[config.mk]
export PLATFORM = sky130hd
export DESIGN_NAME = display_scan_ctrl
export DESIGN_NICKNAME = d
export VERILOG_FILES = /design/src/rtl/display_scan_ctrl.sv
export SDC_FILE = /design/constraint.sdc
export NUM_CORES = 1
export LEC_CHECK = 0
export ABC_AREA = 1
export CAP_MARGIN = 20
export CORE_ASPECT_RATIO = 1.4
export CORE_MARGIN = 8
export CORE_UTILIZATION = 60
export CTS_CLUSTER_DIAMETER = 50
export DETAILED_ROUTE_END_ITERATION = 6
export PLACE_DENSITY = 0.86
export SLEW_MARGIN = 5
export SYNTH_ARGS = -nofsm -noshare
export SYNTH_HDL_FRONTEND = slang
export SYNTH_SLANG_ARGS = --single-unit
[constraint.sdc]
create_clock -name clk -period 3.8 [get_ports clk]
set_input_delay 0.57 -clock clk [delete_from_list [all_inputs] [get_ports clk]]
set_output_delay 0.57 -clock clk [all_outputs]
set_load 0.03 [all_outputs]
[src/rtl/display_scan_ctrl.sv]
// Time-multiplexed scan scheduler for a shared 7-segment bus: steps the digit
// select, blanks the bus at the start of each slot, then enables one anode.
module display_scan_ctrl #(
    parameter int CLK_DIV   = 50000,
    parameter int BLANK_CYC = 64
) (
    input  logic       clk,
    input  logic       rst_n,
    input  logic       en,
    input  logic [2:0] num_digits,
    output logic [2:0] sel,
    output logic [7:0] an_n,
    output logic       seg_blank,
    output logic       frame_start
);

    localparam int CW = $clog2(CLK_DIV);
    localparam logic [CW-1:0] DIV_LAST   = CW'(CLK_DIV - 1);
    localparam logic [CW-1:0] BLANK_LAST = CW'(BLANK_CYC - 1);
    localparam logic [CW-1:0] CNT_ONE    = CW'(1);
    localparam logic [CW-1:0] CNT_ZERO   = CW'(0);

    typedef enum logic [1:0] {
        IDLE  = 2'd0,
        BLANK = 2'd1,
        SHOW  = 2'd2
    } state_t;

    state_t        state_q, state_d;
    logic [CW-1:0] cnt_q, cnt_d;
    logic [2:0]    sel_q, sel_d;
    logic [2:0]    nd_q, nd_d;
    logic          fs_d;
    logic [7:0]    an_n_q, an_n_d;
    logic          seg_blank_q, seg_blank_d;
    logic          frame_start_q;

    // State, slot counter, digit select and latched digit count
    always_ff @(posedge clk or negedge rst_n) begin
        if (!rst_n) begin
            state_q <= IDLE;
            cnt_q   <= CNT_ZERO;
            sel_q   <= 3'd0;
            nd_q    <= 3'd0;
        end else begin
            state_q <= state_d;
            cnt_q   <= cnt_d;
            sel_q   <= sel_d;
            nd_q    <= nd_d;
        end
    end

    // Next-state logic; a dropped enable overrides every state
    always_comb begin
        state_d = state_q;
        cnt_d   = cnt_q;
        sel_d   = sel_q;
        nd_d    = nd_q;
        fs_d    = 1'b0;
        if (!en) begin
            state_d = IDLE;
            cnt_d   = CNT_ZERO;
            sel_d   = 3'd0;
        end else begin
            case (state_q)
                IDLE: begin
                    state_d = BLANK;
                    cnt_d   = CNT_ZERO;
                    sel_d   = 3'd0;
                    nd_d    = num_digits;
                    fs_d    = 1'b1;
                end
                BLANK: begin
                    cnt_d = cnt_q + CNT_ONE;
                    if (cnt_q == BLANK_LAST) begin
                        state_d = SHOW;
                    end else begin
                        state_d = BLANK;
                    end
                end
                SHOW: begin
                    if (cnt_q == DIV_LAST) begin
                        cnt_d   = CNT_ZERO;
                        state_d = BLANK;
                        if (sel_q == nd_q) begin
                            sel_d = 3'd0;
                            nd_d  = num_digits;
                            fs_d  = 1'b1;
                        end else begin
                            sel_d = sel_q + 3'd1;
                        end
                    end else begin
                        cnt_d   = cnt_q + CNT_ONE;
                        state_d = SHOW;
                    end
                end
                default: begin
                    state_d = IDLE;
                    cnt_d   = CNT_ZERO;
                    sel_d   = 3'd0;
                end
            endcase
        end
    end

    // Output decode from the upcoming state so the registered outputs line up with it
    always_comb begin
        an_n_d      = 8'hFF;
        seg_blank_d = 1'b1;
        case (state_d)
            SHOW: begin
                an_n_d      = ~(8'h01 << sel_d);
                seg_blank_d = 1'b0;
            end
            IDLE, BLANK: begin
                an_n_d      = 8'hFF;
                seg_blank_d = 1'b1;
            end
            default: begin
                an_n_d      = 8'hFF;
                seg_blank_d = 1'b1;
            end
        endcase
    end

    // Output registers
    always_ff @(posedge clk or negedge rst_n) begin
        if (!rst_n) begin
            an_n_q        <= 8'hFF;
            seg_blank_q   <= 1'b1;
            frame_start_q <= 1'b0;
        end else begin
            an_n_q        <= an_n_d;
            seg_blank_q   <= seg_blank_d;
            frame_start_q <= fs_d;
        end
    end

    assign sel         = sel_q;
    assign an_n        = an_n_q;
    assign seg_blank   = seg_blank_q;
    assign frame_start = frame_start_q;

endmodule

==> impl_metrics.json, run 1 <==
{
  "rsz0062_at_grt": "no",
  "wl_um": 4420,
  "reg2regPathDepth": 10,
  "clkSinkCount": 34,
  "yosysWarnings": 0,
  "tns_ns": 0,
  "core_um2": 3120,
  "seq_area_frac_synth": 0.443,
  "layout_worst_path_cycle_share": 0.547,
  "grt_pass1_vias": 1618,
  "yosysMostFrequentCell": "nand2_1",
  "die_y_um": 83.4,
  "worst_slew_pin_slew_ns": 0.437,
  "path_clk_slew_ns": 0.07,
  "crit_required_ns": 3.23,
  "ys_ff_latch": 34,
  "cp_data_arrival_time_ns": 1.51,
  "die_x_um": 64.1,
  "ys_types": 29,
  "n_antenna_cell": 0,
  "grt_pass1_wl_um": 7470,
  "skew_ns": 0.00695,
  "clkLatencyLatePin_ns": 0.29,
  "finalCriticalPeriod_ns": 2.08,
  "min_path_cells": 1,
  "yosys.area.top_type_share": 0.322,
  "avgSynthCellArea_um2": 8.01,
  "drive_gt1_frac": 0.204,
  "fmax_ghz": 0.481,
  "crit_path_max_fanout": 1,
  "io_pins": 19,
  "drc": 0,
  "vias_per_cell": 5.23,
  "drt_pass1_iterations": 4,
  "relSlewSlack": 0.709,
  "async_reset_ff_frac": 1.00,
  "detail_route.wl_per_cell_um": 14.4,
  "synthCells": 243,
  "dieArea_um2": 5350,
  "crit_type": "flop to primary output",
  "cp.depth": 1,
  "num_rows": 24,
  "irDropWorstVdd_v": 0.000280,
  "synth_common_cells": "nand2_1 (52), nor2_1 (35), inv_1 (32), dfrtp_1 (25), nand3_1 (15)",
  "cpLargestDelayFamily": "buffers and inverters",
  "endpoint_kind": "primary output",
  "slowest_stage": "clkdlybuf4s50_1",
  "cts_hold_buffers": 0,
  "max_cap_viol_count": 0,
  "io_buffer_count": 18,
  "start_util": 0.623,
  "whs_ns": 0.470,
  "cts_setup_buffers": 0,
  "synth_edf_count": 0,
  "p_leak_nw": 1.07,
  "slew_viol_final": 0,
  "crit_chain": "clkdlybuf4s50_1",
  "vias": 1610,
  "drt-initial-drc-count": 92,
  "critical-path-max-stage-delay_ns": 0.68,
  "hpwl_um": 3120,
  "grt_remaining_overflow": 0,
  "htree_levels": 2,
  "cts_buffers": 5,
  "synth_area_leader_cell": "dfrtp_1",
  "setup_viol": 0,
  "cts-root-buf": "clkbuf_8",
  "power_density_nw_per_um2": 359,
  "instances_no_fill": 308,
  "final_area_um2": 2310,
  "status": "finished, final reports clean",
  "area_delta_synth_final_pct": 18.6,
  "cts_buffer_depth": 2,
  "antenna_found_initial": 0,
  "cts_tree": "yes",
  "synth_area_um2": 1950,
  "placed_cells": 300,
  "grt_util_all_layers": 0.177,
  "hold_path.class": "flop to flop",
  "placed_area_um2": 2170,
  "synth_nets": 255,
  "grt_max_degree": 35,
  "start_kind": "flop",
  "report.final.hold_viol_count": 0,
  "antenna_left": 0,
  "synthTopCellsByArea": "dfrtp_1 (32%), dfstp_2 (12%), nand2_1 (10%)",
  "place_congestion": 0.994,
  "cts_resized": 0,
  "synthFlopType": "dfrtp_1",
  "timing.critical_path.buf_inv": 1,
  "nets": 280
}
==> worst paths after layout <==
kind / from / end / slack [ns]
max: an_n[0]$_DFF_PN1_ / an_n[0] / 1.72
min: cnt_q[0]$_DFF_PN0_ / cnt_q[0]$_DFF_PN0_ / 0.47
max reg2reg: cnt_q[0]$_DFF_PN0_ / cnt_q[9]$_DFF_PN0_ / 1.97
min reg2reg: cnt_q[0]$_DFF_PN0_ / cnt_q[0]$_DFF_PN0_ / 0.47
max in group asynchronous: rst_n / an_n[0]$_DFF_PN1_ / 2.78
min in group asynchronous: rst_n / frame_start$_DFF_PN0_ / 0.68
==> kinds of logic after synthesis <==
family,synth area share
simple gates,0.365
flops,0.443
compound gates,0.0392
xor+xnor,0.0315
buf+inv,0.0823
fa+ha+maj,0.0386
==> layer usage <==
| metal | GRT usage | part of all wire | vias to the layer above |
|---|---|---|---|
| met5 | 0 | 0 | - |
| met4 | 0.0976 | 0.035 | 0 |
| met3 | 0.0484 | 0.049 | 15 |
| met2 | 0.318 | 0.54 | 50 |
| met1 | 0.175 | 0.38 | 743 |
| li1 | - | - | 802 |
==> state kept, by name, summed over array words and instances, names as in the netlist <==
signal	count
seg_blank	1
cnt_q	16
nd_q	3
an_n	8
sel	3
state_q	2
frame_start	1
==> stage by stage <==
stage               worst slack [ns]  power (mW)  utilization
global placement                1.78       0.428        0.695
detailed placement              1.67       0.429        0.695
global route                    1.67       0.854        0.739
CTS                             1.70       0.836        0.739
floorplan                       2.31       0.408            -
finish                          1.72       0.829        0.739
==> layout by cell type (no fill, tap or decap), types with 6 or more instances in the layout <==
cell / count
nand2_1: 52
nor2_1: 35
inv_1: 32
dfrtp_1: 25
clkdlybuf4s50_1: 18
nand3_1: 15
nand2_2: 10
nor2_2: 9
dfstp_2: 9
xor2_1: 6
ha_1: 6
==> where the power goes <==
group / internal [mW] / leakage [nW] / switching [mW]
registers: 0.369 / 0.436 / 0.00460
clock network: 0.263 / 0.0683 / 0.142
logic: 0.0176 / 0.568 / 0.0332
total: 0.649 / 1.07 / 0.179
==> final cells by class <==
class                      count  area (µm²)
multi-input combinational    169         923
sequential                    34         862
fill                         227         815
timing repair buffer          19         188
inverter                      39         149
clock buffer                   5        68.8
clock inverter                 3        68.8
tap                           39        48.8
(Power assumes the default switching activity.)
==> inputs of run 2 (changes only) <==
--- a/config.mk
+++ b/config.mk
@@ -9,10 +9,10 @@
 export CAP_MARGIN = 20
 export CORE_ASPECT_RATIO = 1.4
 export CORE_MARGIN = 8
-export CORE_UTILIZATION = 60
+export CORE_UTILIZATION = 51
 export CTS_CLUSTER_DIAMETER = 50
 export DETAILED_ROUTE_END_ITERATION = 6
-export PLACE_DENSITY = 0.86
+export PLACE_DENSITY = 0.78
 export SLEW_MARGIN = 5
 export SYNTH_ARGS = -nofsm -noshare
 export SYNTH_HDL_FRONTEND = slang
==> constraint.sdc (replaced) <==
create_clock -name clk -period 1.7 [get_ports clk]
set_input_delay 0.255 -clock clk [delete_from_list [all_inputs] [get_ports clk]]
set_output_delay 0.255 -clock clk [all_outputs]
set_load 0.03 [all_outputs]
==> run 2 against run 1 <==
Net effect:
- die area increased by 14%
- hold slack worse by 0.11 ns
- register-to-register slack lost 1.9 ns
- non-clock buffer count up 7
- cell count up 3.2%
- combinational power grew 150%
- setup slack lost 1.6 ns
- clock power increased by 86%
- critical path depth up 9
- wire length up 1.4%
- critical path type is now flop to flop
- critical endpoint is now an_n[3]$_DFF_PN1_
- largest cell class unchanged
==> impl_metrics.json, run 2 (synthesis results as in run 1) <==
{
  "slew_viol_final": 0,
  "vias_per_cell": 5.20,
  "dieArea_um2": 6080,
  "grt_max_degree": 35,
  "tns_ns": 0,
  "skew_ns": 0.00735,
  "final_area_um2": 2410,
  "cp_data_arrival_time_ns": 1.82,
  "crit_required_ns": 1.91,
  "grt_pass1_wl_um": 7240,
  "dp_slack_ns": 0.00220,
  "nets": 287,
  "layout_worst_path_cycle_share": 0.945,
  "irDropWorstVdd_v": 0.000581,
  "worst_slew_pin_slew_ns": 0.432,
  "cts_buffer_depth": 2,
  "area_delta_synth_final_pct": 24.0,
  "drc": 0,
  "grt_pass1_vias": 1618,
  "power_mw": 1.71,
  "placed_area_um2": 2220,
  "drt_pass1_iterations": 4,
  "final_common_cell": "nand2_1",
  "cts_hold_buffers": 0,
  "p_leak_nw": 1.11,
  "num_rows": 26,
  "status": "finished, final reports clean",
  "antenna_found_initial": 0,
  "io_buffer_count": 18,
  "setup_viol": 0,
  "place_congestion": 0.869,
  "die_y_um": 89.1,
  "fmax_ghz": 0.622,
  "start_kind": "flop",
  "hold_path.class": "input pin to async pin",
  "hpwl_um": 3330,
  "n_antenna_cell": 0,
  "grt_util_all_layers": 0.158,
  "drive_gt1_frac": 0.272,
  "relSlewSlack": 0.712,
  "endpoint_kind": "flop",
  "report.final.hold_viol_count": 0,
  "antenna_left": 0,
  "largest_reg_flops": 16,
  "start_util": 0.534,
  "cts_tree": "yes",
  "detail_route.wl_per_cell_um": 14.1,
  "top_register": "cnt_q",
  "power_density_nw_per_um2": 710,
  "wl_um": 4490,
  "clkSinkCount": 34,
  "path_clk_slew_ns": 0.08,
  "vias": 1653,
  "io_pins": 19,
  "crit_path_max_fanout": 5,
  "worst_slack_ns": 0.0929,
  "final_cell_mix": "nand2_1 (48), nor2_1 (33), inv_1 (31)",
  "crit_type": "flop to flop",
  "cts_buffers": 5,
  "clkLatencyLatePin_ns": 0.29,
  "htree_levels": 2,
  "max_cap_viol_count": 0,
  "drt-initial-drc-count": 88,
  "finalCriticalPeriod_ns": 1.61,
  "cts-root-buf": "clkbuf_8",
  "grt_remaining_overflow": 0,
  "core_um2": 3640,
  "die_x_um": 68.2
}
==> run 2: what timing repair did <==
action	4_1_cts	5_1_grt
setup buffers	0	1
endpoints found under the setup margin	17	21
pin swaps	0	7
gates resized for setup	13	21
==> run 2: area by class of cell <==
class,count,area [µm²]
clock buffers,5,68.8
clock inverters,3,45.0
fillers,303,1230
inverters,39,149
multi-input cells,169,1000
flip-flops and latches,34,865
well taps,42,52.6
repair buffers,26,229
==> run 2: worst max-delay path, cell delays in order, from the launching register on <==
cell,delay (ns)
dfrtp_1,0.42
ha_4,0.18
nand2_2,0.07
nor2_4,0.15
nand3_2,0.08
nor2_1,0.09
nand3_1,0.07
nand2_1,0.12
nand3_4,0.11
nor2_2,0.15
nand3_1,0.09
==> run 2: path summary, 6_finish.rpt <==
| kind | start | slack [ns] | cells past startpoint | endpoint |
|---|---|---|---|---|
| worst max-delay path | cnt_q[1]$_DFF_PN0_ | 0.09 | 10 | an_n[3]$_DFF_PN1_ |
| worst min-delay path | rst_n | 0.36 | 2 | sel[2]$_DFF_PN0_ |
| worst max register to register | cnt_q[1]$_DFF_PN0_ | 0.09 | 10 | an_n[3]$_DFF_PN1_ |
| worst min register to register | cnt_q[0]$_DFF_PN0_ | 0.52 | 1 | cnt_q[0]$_DFF_PN0_ |
| max in group asynchronous | rst_n | 0.99 | 2 | seg_blank$_DFF_PN1_ |
| min in group clk | num_digits[2] | 0.51 | 3 | nd_q[2]$_DFFE_PN0P_ |
==> run 2: layer usage <==
layer	track usage	vias up	routed length, µm
met4	0.0636	0	102
li1	-	817	-
met5	0	-	0
met2	0.289	35	2520
met1	0.161	791	1670
met3	0.0452	10	197
==> run 2: stage by stage <==
step,util,hold slack (ns),instances
after CTS,0.638,0.377,317
after global routing,0.662,0.404,318
after detailed placement,0.609,0.460,309
after global placement,0.609,0.439,309
after floorplan,-,-0.0406,243
final,0.662,0.363,318
==> run 2: where the power goes <==
group	leakage, nW	switching [mW]	internal [mW]
clock network	0.0504	0.314	0.436
registers	0.433	0.0108	0.825
logic	0.623	0.0798	0.0464
total	1.11	0.405	1.31
